==> src/rtl/key_mode_if.sv <==
// ============================================================================
//  Module   : key_mode_if
//  Brief    : Key-pulse inputs and mode/value outputs of the key mode selector.
//  Revision : 1.0 - initial release
// ============================================================================
`default_nettype none

interface key_mode_if;
    logic       key_short;
    logic       key_long;
    logic [2:0] mode_sel;
    logic [3:0] cur_val;
    logic       editing;
    logic       apply;

    modport master (
        output key_short,
        output key_long,
        input  mode_sel,
        input  cur_val,
        input  editing,
        input  apply
    );

    modport slave (
        input  key_short,
        input  key_long,
        output mode_sel,
        output cur_val,
        output editing,
        output apply
    );
endinterface

`default_nettype wire

==> src/rtl/key_mode_fsm.sv <==
// ============================================================================
//  Module   : key_mode_fsm
//  Brief    : Two-key mode browser / value editor with per-mode committed slots
//             and an idle timeout that abandons an edit.
//  Revision : 1.0 - initial release
// ============================================================================
`default_nettype none

module key_mode_fsm #(
    parameter int CLK_FREQ   = 27_000_000,
    parameter int NUM_MODES  = 4,
    parameter int VAL_MAX    = 15,
    parameter int TIMEOUT_MS = 5000
) (
    input  wire logic  clk,
    input  wire logic  rst_n,
    key_mode_if.slave  bus
);

    localparam logic [31:0] c_cnt_to    = 32'((CLK_FREQ / 1000) * TIMEOUT_MS);
    localparam logic [31:0] c_cnt_last  = c_cnt_to - 32'd1;
    localparam logic [2:0]  c_mode_last = 3'(NUM_MODES - 1);
    localparam logic [3:0]  c_val_max   = 4'(VAL_MAX);

    localparam logic [0:0]  c_browse    = 1'b0;
    localparam logic [0:0]  c_edit      = 1'b1;

    logic [0:0]  r_state;
    logic [2:0]  r_mode_sel;
    logic [3:0]  r_edit_val;
    logic [31:0] r_cnt;
    logic [3:0]  r_cur_val;
    logic        r_editing;
    logic        r_apply;

    logic [0:0]  w_state_nxt;
    logic [2:0]  w_mode_nxt;
    logic [3:0]  w_edit_nxt;
    logic [31:0] w_cnt_nxt;
    logic        w_commit;

    logic [3:0]  w_cur_nxt;
    logic        w_editing_nxt;
    logic        w_apply_nxt;

    // Eight slot views always exist so a 3-bit mode index never runs off the
    // array; slots beyond NUM_MODES read as zero and are never written.
    logic [3:0]  w_slot [0:7];

    genvar gi;
    generate
        for (gi = 0; gi < 8; gi++) begin : g_slot
            if (gi < NUM_MODES) begin : g_live
                logic [3:0] r_val;
                always_ff @(posedge clk or negedge rst_n) begin
                    if (!rst_n) begin
                        r_val <= 4'd0;
                    end else if (w_commit && (r_mode_sel == 3'(gi))) begin
                        r_val <= r_edit_val;
                    end
                end
                assign w_slot[gi] = r_val;
            end else begin : g_tie
                assign w_slot[gi] = 4'd0;
            end
        end
    endgenerate

    // State and registered outputs
    always_ff @(posedge clk or negedge rst_n) begin
        if (!rst_n) begin
            r_state    <= c_browse;
            r_mode_sel <= 3'd0;
            r_edit_val <= 4'd0;
            r_cnt      <= 32'd0;
            r_cur_val  <= 4'd0;
            r_editing  <= 1'b0;
            r_apply    <= 1'b0;
        end else begin
            r_state    <= w_state_nxt;
            r_mode_sel <= w_mode_nxt;
            r_edit_val <= w_edit_nxt;
            r_cnt      <= w_cnt_nxt;
            r_cur_val  <= w_cur_nxt;
            r_editing  <= w_editing_nxt;
            r_apply    <= w_apply_nxt;
        end
    end

    // Next state; key_long outranks key_short, and any key outranks timeout
    always_comb begin
        w_state_nxt = r_state;
        w_mode_nxt  = r_mode_sel;
        w_edit_nxt  = r_edit_val;
        w_cnt_nxt   = r_cnt;
        w_commit    = 1'b0;
        case (r_state)
            c_browse: begin
                if (bus.key_long) begin
                    w_state_nxt = c_edit;
                    w_edit_nxt  = w_slot[r_mode_sel];
                    w_cnt_nxt   = 32'd0;
                end else if (bus.key_short) begin
                    w_mode_nxt = (r_mode_sel >= c_mode_last) ? 3'd0 : r_mode_sel + 3'd1;
                end
            end
            c_edit: begin
                if (bus.key_long) begin
                    w_state_nxt = c_browse;
                    w_commit    = 1'b1;
                end else if (bus.key_short) begin
                    w_edit_nxt = (r_edit_val >= c_val_max) ? 4'd0 : r_edit_val + 4'd1;
                    w_cnt_nxt  = 32'd0;
                end else if (r_cnt >= c_cnt_last) begin
                    w_state_nxt = c_browse;
                end else if (r_cnt != 32'hFFFF_FFFF) begin
                    w_cnt_nxt = r_cnt + 32'd1;
                end
            end
            default: begin
                w_state_nxt = c_browse;
            end
        endcase
    end

    // Next output values, registered above so every output lags its pulse by one edge
    always_comb begin
        w_editing_nxt = (w_state_nxt == c_edit);
        w_apply_nxt   = w_commit;
        if (w_editing_nxt) begin
            w_cur_nxt = w_edit_nxt;
        end else if (w_commit) begin
            w_cur_nxt = r_edit_val;
        end else begin
            w_cur_nxt = w_slot[w_mode_nxt];
        end
    end

    assign bus.mode_sel = r_mode_sel;
    assign bus.cur_val  = r_cur_val;
    assign bus.editing  = r_editing;
    assign bus.apply    = r_apply;

endmodule

`default_nettype wire

==> src/flat_wrapper.sv <==
// flat-port wrapper written by rule: the top's interface ports become plain ports
module key_mode_fsm_flat 
#(
    parameter int CLK_FREQ   = 27_000_000,
    parameter int NUM_MODES  = 4,
    parameter int VAL_MAX    = 15,
    parameter int TIMEOUT_MS = 5000
)
  (clk, rst_n, bus_key_short, bus_key_long, bus_mode_sel, bus_cur_val, bus_editing, bus_apply);
  key_mode_if bus_i ();
  input  wire logic clk;
  input  wire logic rst_n;
  input wire logic [$bits(bus_i.key_short)-1:0] bus_key_short;
  input wire logic [$bits(bus_i.key_long)-1:0] bus_key_long;
  output wire logic [$bits(bus_i.mode_sel)-1:0] bus_mode_sel;
  output wire logic [$bits(bus_i.cur_val)-1:0] bus_cur_val;
  output wire logic [$bits(bus_i.editing)-1:0] bus_editing;
  output wire logic [$bits(bus_i.apply)-1:0] bus_apply;
  assign bus_i.key_short = bus_key_short;
  assign bus_i.key_long = bus_key_long;
  assign bus_mode_sel = bus_i.mode_sel;
  assign bus_cur_val = bus_i.cur_val;
  assign bus_editing = bus_i.editing;
  assign bus_apply = bus_i.apply;
  key_mode_fsm #(.CLK_FREQ(CLK_FREQ), .NUM_MODES(NUM_MODES), .VAL_MAX(VAL_MAX), .TIMEOUT_MS(TIMEOUT_MS)) u_core (.clk(clk), .rst_n(rst_n), .bus(bus_i));
endmodule
==> config.mk <==
export PLATFORM = sky130hd
export DESIGN_NAME = key_mode_fsm_flat
export DESIGN_NICKNAME = d
export VERILOG_FILES = /design/src/rtl/key_mode_if.sv /design/src/rtl/key_mode_fsm.sv /design/src/flat_wrapper.sv
export SDC_FILE = /design/constraint.sdc
export NUM_CORES = 1
export LEC_CHECK = 0
export BUFFER_PORTS_ARGS = -buffer_cell sky130_fd_sc_hd__buf_2
export CORE_MARGIN = 5
export CORE_UTILIZATION = 51
export DETAILED_ROUTE_END_ITERATION = 7
export PLACE_DENSITY = 0.66
export SYNTH_ARGS = -nofsm -noshare
export SYNTH_HDL_FRONTEND = slang
export SYNTH_SLANG_ARGS = --single-unit
==> constraint.sdc <==
create_clock -name clk -period 2.3 [get_ports clk]
set_input_delay 0.46 -clock clk [delete_from_list [all_inputs] [get_ports clk]]
set_output_delay 0.46 -clock clk [all_outputs]
set_load 0.05 [all_outputs]
======== Word level (Yosys, flattened, before mapping) ========
Cells that the tools add are included.
word-level totals
  flip-flop bits (word level) ............. 61
  output and inout bits ................... 9
  word-level logic and storage cells ...... 64
  bits of input ports ..................... 4
cells by class
  add/subtract/negate cells ............... 3
  eq/ne operators ......................... 8
  reductions and logical operators ........ 6
  magnitude comparators ................... 5
  bitwise operators ....................... 3
  muxes and demuxes ....................... 29
operator list
  cell                   count
  $mux 32                5
  $pmux 32 s2            1
  $mux 4                 10
  $add 32x1->32 const B  1
  $ge 32x28->1 const B   1
  $ne 32x32->1 const B   1
  $bmux 4 s3             2
  $ge 4x4->1 const B     3
  $mux 3                 4
  $not 3->4              2
  $pmux 4 s2             1
  $eq 3x2->1 const B     2
  $ne 3x3->1 const B     2
  $mux 1                 5
  $add 4x1->4 const B    1
  $logic_and 1x1->1      4
  $ne 2x2->1 const B     2
  $reduce_and 4->1       1
  $add 3x1->3 const B    1
  $eq 3x1->1 const B     1
  $ge 3x2->1 const B     1
  $logic_not 3->1        1
  $pmux 1 s2             1
  $not 1->1              1

======== Depth between registers and ports, before layout ========
  word-level depth ........................ 11
  depth in mapped cells ................... 8
  mapped depth without buffers ............ 7

======== Worst setup path after synthesis ========
No wires, ideal clock.
  kind .................................... reg2reg
  start point ............................. reg u_core.r_state
  end point ............................... reg u_core.r_cur_val[2] (netlist: u_core.bus.cur_val[2])
  period minus slack after synthesis ...... 2.399 ns
  setup time .............................. 0.104 ns
  slack ................................... -0.099 ns
  stages on the path, launching flop included .. 7
  data required time ...................... 2.196 ns
  path buffers ............................ 0
  arrival time ............................ 2.295 ns
  cells stage by stage .................... dfrtp_1 nor3b_1 mux2i_2 mux2i_1 mux2i_1 a22oi_1 a221oi_1
on the way
  word-level cells in the longest chain between the ends .. 7
  elaborated cells between the ends (all ways) .. 11
  classes of those cells .................. mux (9); bitwise (2)
RTL lines
  element                                    RTL line             text
  from (decl)                                key_mode_fsm.sv:28   logic [0:0] r_state;
  from (signal assigned)                     key_mode_fsm.sv:72   r_state <= c_browse;
  from (signal assigned)                     key_mode_fsm.sv:80   r_state <= w_state_nxt;
  $mux 3                                     key_mode_fsm.sv:97   case (r_state)
  $not 3->4 (not written as such)            key_mode_fsm.sv:135  w_cur_nxt = w_slot[w_mode_nxt];
  $bmux 4 s3                                 key_mode_fsm.sv:135
  $mux 4 (not written as such) (2 in a row)  key_mode_fsm.sv:135
  $mux 4                                     key_mode_fsm.sv:132  end else if (w_commit) begin
  $mux 4 *                                   key_mode_fsm.sv:130  if (w_editing_nxt) begin
  via u_core.w_cur_nxt[2]                    key_mode_fsm.sv:42   logic [3:0] w_cur_nxt;
  to (signal assigned)                       key_mode_fsm.sv:84   r_cur_val <= w_cur_nxt;
  to (decl)                                  key_mode_fsm.sv:32   logic [3:0] r_cur_val;
Mark *: on every way through the listed nets, which the timed path passes. The rest lies on a longest branch. The select of a mux whose other input is x is not followed.
A chain may end at the register's enable or synchronous reset.

======== Worst setup path in the final report ========
  start point ............................. reg u_core.r_cnt[2]
  end point ............................... reg u_core.r_cnt[5]
on the way
  word-level cells in the longest chain between the ends .. 6
  elaborated cells between the ends (all ways) .. 11
  classes of those cells .................. add/sub (1); order compare (1); eq/ne (3); mux (5); reduce/logical (1)
RTL lines
  element                 RTL line             text
  from (decl)             key_mode_fsm.sv:31   logic [31:0] r_cnt;
  from (signal assigned)  key_mode_fsm.sv:83   r_cnt <= w_cnt_nxt;
  $add 32x1->32           key_mode_fsm.sv:117  w_cnt_nxt = r_cnt + 32'd1;
  $mux 32                 key_mode_fsm.sv:116  end else if (r_cnt != 32'hFFFF_FFFF) begin
  $mux 32                 key_mode_fsm.sv:114  end else if (r_cnt >= c_cnt_last) begin
  $mux 32                 key_mode_fsm.sv:111  end else if (bus.key_short) begin
  $mux 32                 key_mode_fsm.sv:108  if (bus.key_long) begin
  $pmux 32 s2             key_mode_fsm.sv:97
Parallel ways exist; a longest one is shown, timed or not. The select of a mux whose other input is x is not followed.

==> summary.md <==
| Metric | Value |
|---|---|
| CTS Buffer Depth | 2 |
| Main area contributors after synthesis | dfrtp_1 (46%), mux2i_1 (4.5%), xnor2_1 (4.5%) |
| Number of flops mapped to enable cells by yosys | 0 |
| Initial antenna violation count | 0 |
| IO Pins | 13 |
| Seq. cell area | between 1500 and 2000 um2 |
| Relative slew margins | 72.6% |
| Pwr dens | 1020 nW/um2 |
| Rows | 29 |
| Max-cap viol count | 0 |
| Insertion delay to the later sink of the worst-skew pair | roughly 0.34 ns |
| Cell area after synthesis | about 3300 um2 |
| Clock Sinks | 61 |
| Sequential-to-total area share from yosys stat | 45.7% |
| Vias | 2693 |
| Post-route setup TNS | 0 ns |
| Layout area overhead | 19.7% |
| # DRC | 0 |
| Buf/Inv on CP | 1 |
| Diode count | 0 |
| CORE AREA | 6350 um2 |
| Syn_area_per_cell | about 10 um2 |
| Vias in the first global route | ~2500 |
| Crit path max fanout | 5 |
| Clk root buf | clkbuf_8 |
| Final Skew | ~0.0095 ns |
| Critical path endpoint | u_core.r_cnt[5] |
| Run status | finished clean |
| Worst R2R Path Depth | 7 |
| Hold WC Path Type | primary input to asynchronous set/reset pin |
| Clock transition at path regs | 0.07 ns |
| Die width | between 90 and 100 um |
| Final GP Congestion | 0.873 |
| Most frequent cells in the layout | dfrtp_1 (60), nand2_1 (28), buf_4 (28) |
| Final nets | 382 |
| HPWL Detailed | about 5.4 mm |
| Worst vdd ir | just under 0.8 mV |
| Crit path depth | 7 |
| Number of synthesis warnings | 0 |
| Share of layout cells above drive strength 1 | 24.5% |
| Total power | ~4.1 mW |
| Worst-Margin Slew | slightly above 0.4 ns |
| H-tree levels | 3 |
| Iter 0 DRT Violations | 147 |
| Setup violations, final | 0 |
| Routed wire length | 7.42 mm |
| Crit-path max cell delay | 0.49 ns |
| I/O Buffers | 12 |
| Multi-input gate area | 1760 um2 |
| Syn Nets | 341 |
| Synth Register Bits | about 60 |
| Worst setup SP type | flip-flop |
| Leakage | between 1.5 and 2 nW |
| Fmax | about 0.47 GHz |
| Worst-path cell chain | and3_4 -> a311oi_4 -> nor4_4 -> or2_0 -> buf_4 -> or4_1 -> nand3_1 |
| Crit path kind | flip-flop to flip-flop |
| Synth async-reset ratio | 100% |
| First-pass GRT wire length | between 10 and 15 mm |
| Worst reg2reg path endpoint | u_core.r_cnt[5] |
| Filler Cell Count | around 540 |
| DP Area | 3700 um2 |
| Reg2Reg Setup Slack | 0.15 ns |
| Pins over their slew limit | 0 |
| Critical path launch point | u_core.r_cnt[2] |
| Synth Instances | 330 |
| First drt pass iteration count | 4 |
| R2R Path Start | u_core.r_cnt[2] |
| Post-DR wirelength/cell | 16.4 um |
| Largest net degree at the start of global routing | 29 |
| Die Area | between 8000 and 9000 um2 |
| DR vias/cell | 5.94 |
| Starting Density | 52.6% |
| Fin area | 4000 um2 |
| Slowest cell on crit path | or4_1 |
| TritonCTS clock tree | done |
| Commonest non-fill, non-tap cell in the layout | dfrtp_1 |
| Tmin final | 2.15 ns |
| Synth top area share | 45.7% |
| CP required | 2.57 ns |
| Total grt overflow | 0 |
| GRT Total Usage | 18.7% |
| Num CTS Buffers | 9 |
| Post-synth top area cell | dfrtp_1 |
| Worst path arrival time | 2.42 ns |
| Synth Flop Type | dfrtp_1 |
| Die H | 90.9 um |
| Final hold viol count | 0 |
| Final worst path period share | 93.3% |
| Post-route ant nets | 0 |
| Post-synth cell types | 50 |
| Endpoint class of the critical path | flip-flop |
| Delay-heaviest family, CP | simple AND/OR/NAND/NOR gates |
## synth_stat cells (2+ instances only)
master and number:
dfrtp_1 61, nand3_1 13, mux2i_1 15, buf_2 4, nor3_1 5, o21ai_0 8
a221oi_1 3, o21ai_1 2, nand2_1 28, a21oi_1 14, nand4_1 10, nor2b_1 5
and2_1 6, nor4_1 17, mux4_2 4, ha_1 7, and3_4 2, clkbuf_1 9
or4_1 2, and3_1 6, and4_1 2, or3_1 3, mux2_2 13, nor2_1 27
nand2b_1 4, o211ai_1 4, a31oi_1 2, inv_1 12, xnor2_1 17, a22oi_1 4
a22o_1 2
## sequential cells by signal, summed over array words and instances (netlist names)
register / flops
u_core.r_edit_val: 4
u_core.bus.apply: 1
u_core.r_state: 1
u_core.bus.cur_val: 4
u_core.r_cnt: 32
u_core.bus.mode_sel: 3
u_core.g_slot.g_live.r_val: 16
## metal layers
metal	global-route usage, %	wire length [um]	vias up
met2	24.3	3030	79
li1	-	-	1297
met3	4.63	378	10
met1	30.2	3910	1307
met4	5.87	106	0
met5	0	0	-
## kinds of logic after synthesis
kind of cell             Yosys count  synth area share, %
adder cells (fa/ha/maj)            7                 2.62
flip-flops                        61                 45.7
XOR/XNOR                          17                 4.46
AO/OA/AOI/OAI                     49                 9.96
buffers and inverters             26                 3.07
multiplexers                      33                 12.0
AND/OR/NAND/NOR                  137                 22.2
## worst register-to-register path, cell delays in order (launching register included)
cell and delay (ns):
dfrtp_1 0.43, and3_4 0.21, a311oi_4 0.35, nor4_4 0.11, or2_0 0.25, buf_4 0.15
or4_1 0.49, nand3_1 0.10
## cell type report
cell class                      count  area share [%]
Clock buffer                        9            3.10
Clock inverter                      7            2.47
Inverter                           12            1.13
Multi-Input combinational cell    243            44.1
Sequential cell                    61            38.2
Tap cell                           77            2.41
Timing Repair Buffer               44            8.54
## timing repair
action | 4_1_cts | 5_1_grt
gates cloned | 0 | 0
buffers inserted | 0 | 2
hold buffers | 0 | 0
gates resized for setup | 1 | 7
endpoints found under the setup margin | 2 | 5
endpoints found under the hold margin | 0 | 0
pin swaps | 0 | 2
## how the worst min path moves through the flow
stage / start / to / slack [ns] / cells past startpoint
final: rst_n / u_core.r_cnt[6] / 0.04 / 1
after CTS: rst_n / u_core.r_cnt[6] / 0.05 / 1
after floorplan: rst_n / u_core.bus.apply / 0.16 / 0
after global placement: rst_n / u_core.r_cnt[12] / 0.41 / 1
after global routing: rst_n / u_core.r_cnt[6] / 0.07 / 1
after detailed placement: rst_n / u_core.r_cnt[12] / 0.41 / 1
## through the flow
step / hold slack, ns / setup WS (ns) / utilization [%] / std cells
global route: 0.0667 / -0.0158 / 63.0 / 453
finish: 0.0410 / 0.154 / 63.0 / 453
floorplan: 0.164 / 0.0506 / - / 330
global placement: 0.413 / 0.0329 / 58.2 / 435
detailed placement: 0.411 / -0.00778 / 58.2 / 435
CTS: 0.0469 / 0.0242 / 61.8 / 451
## power by group
part	switching [mW]	total, mW	internal (mW)	leakage [nW]
clock network	0.448	1.06	0.615	0.110
registers	0.240	1.55	1.31	0.797
logic	0.800	1.46	0.659	0.859
total	1.49	4.07	2.58	1.77
(Power assumes the default switching activity.)
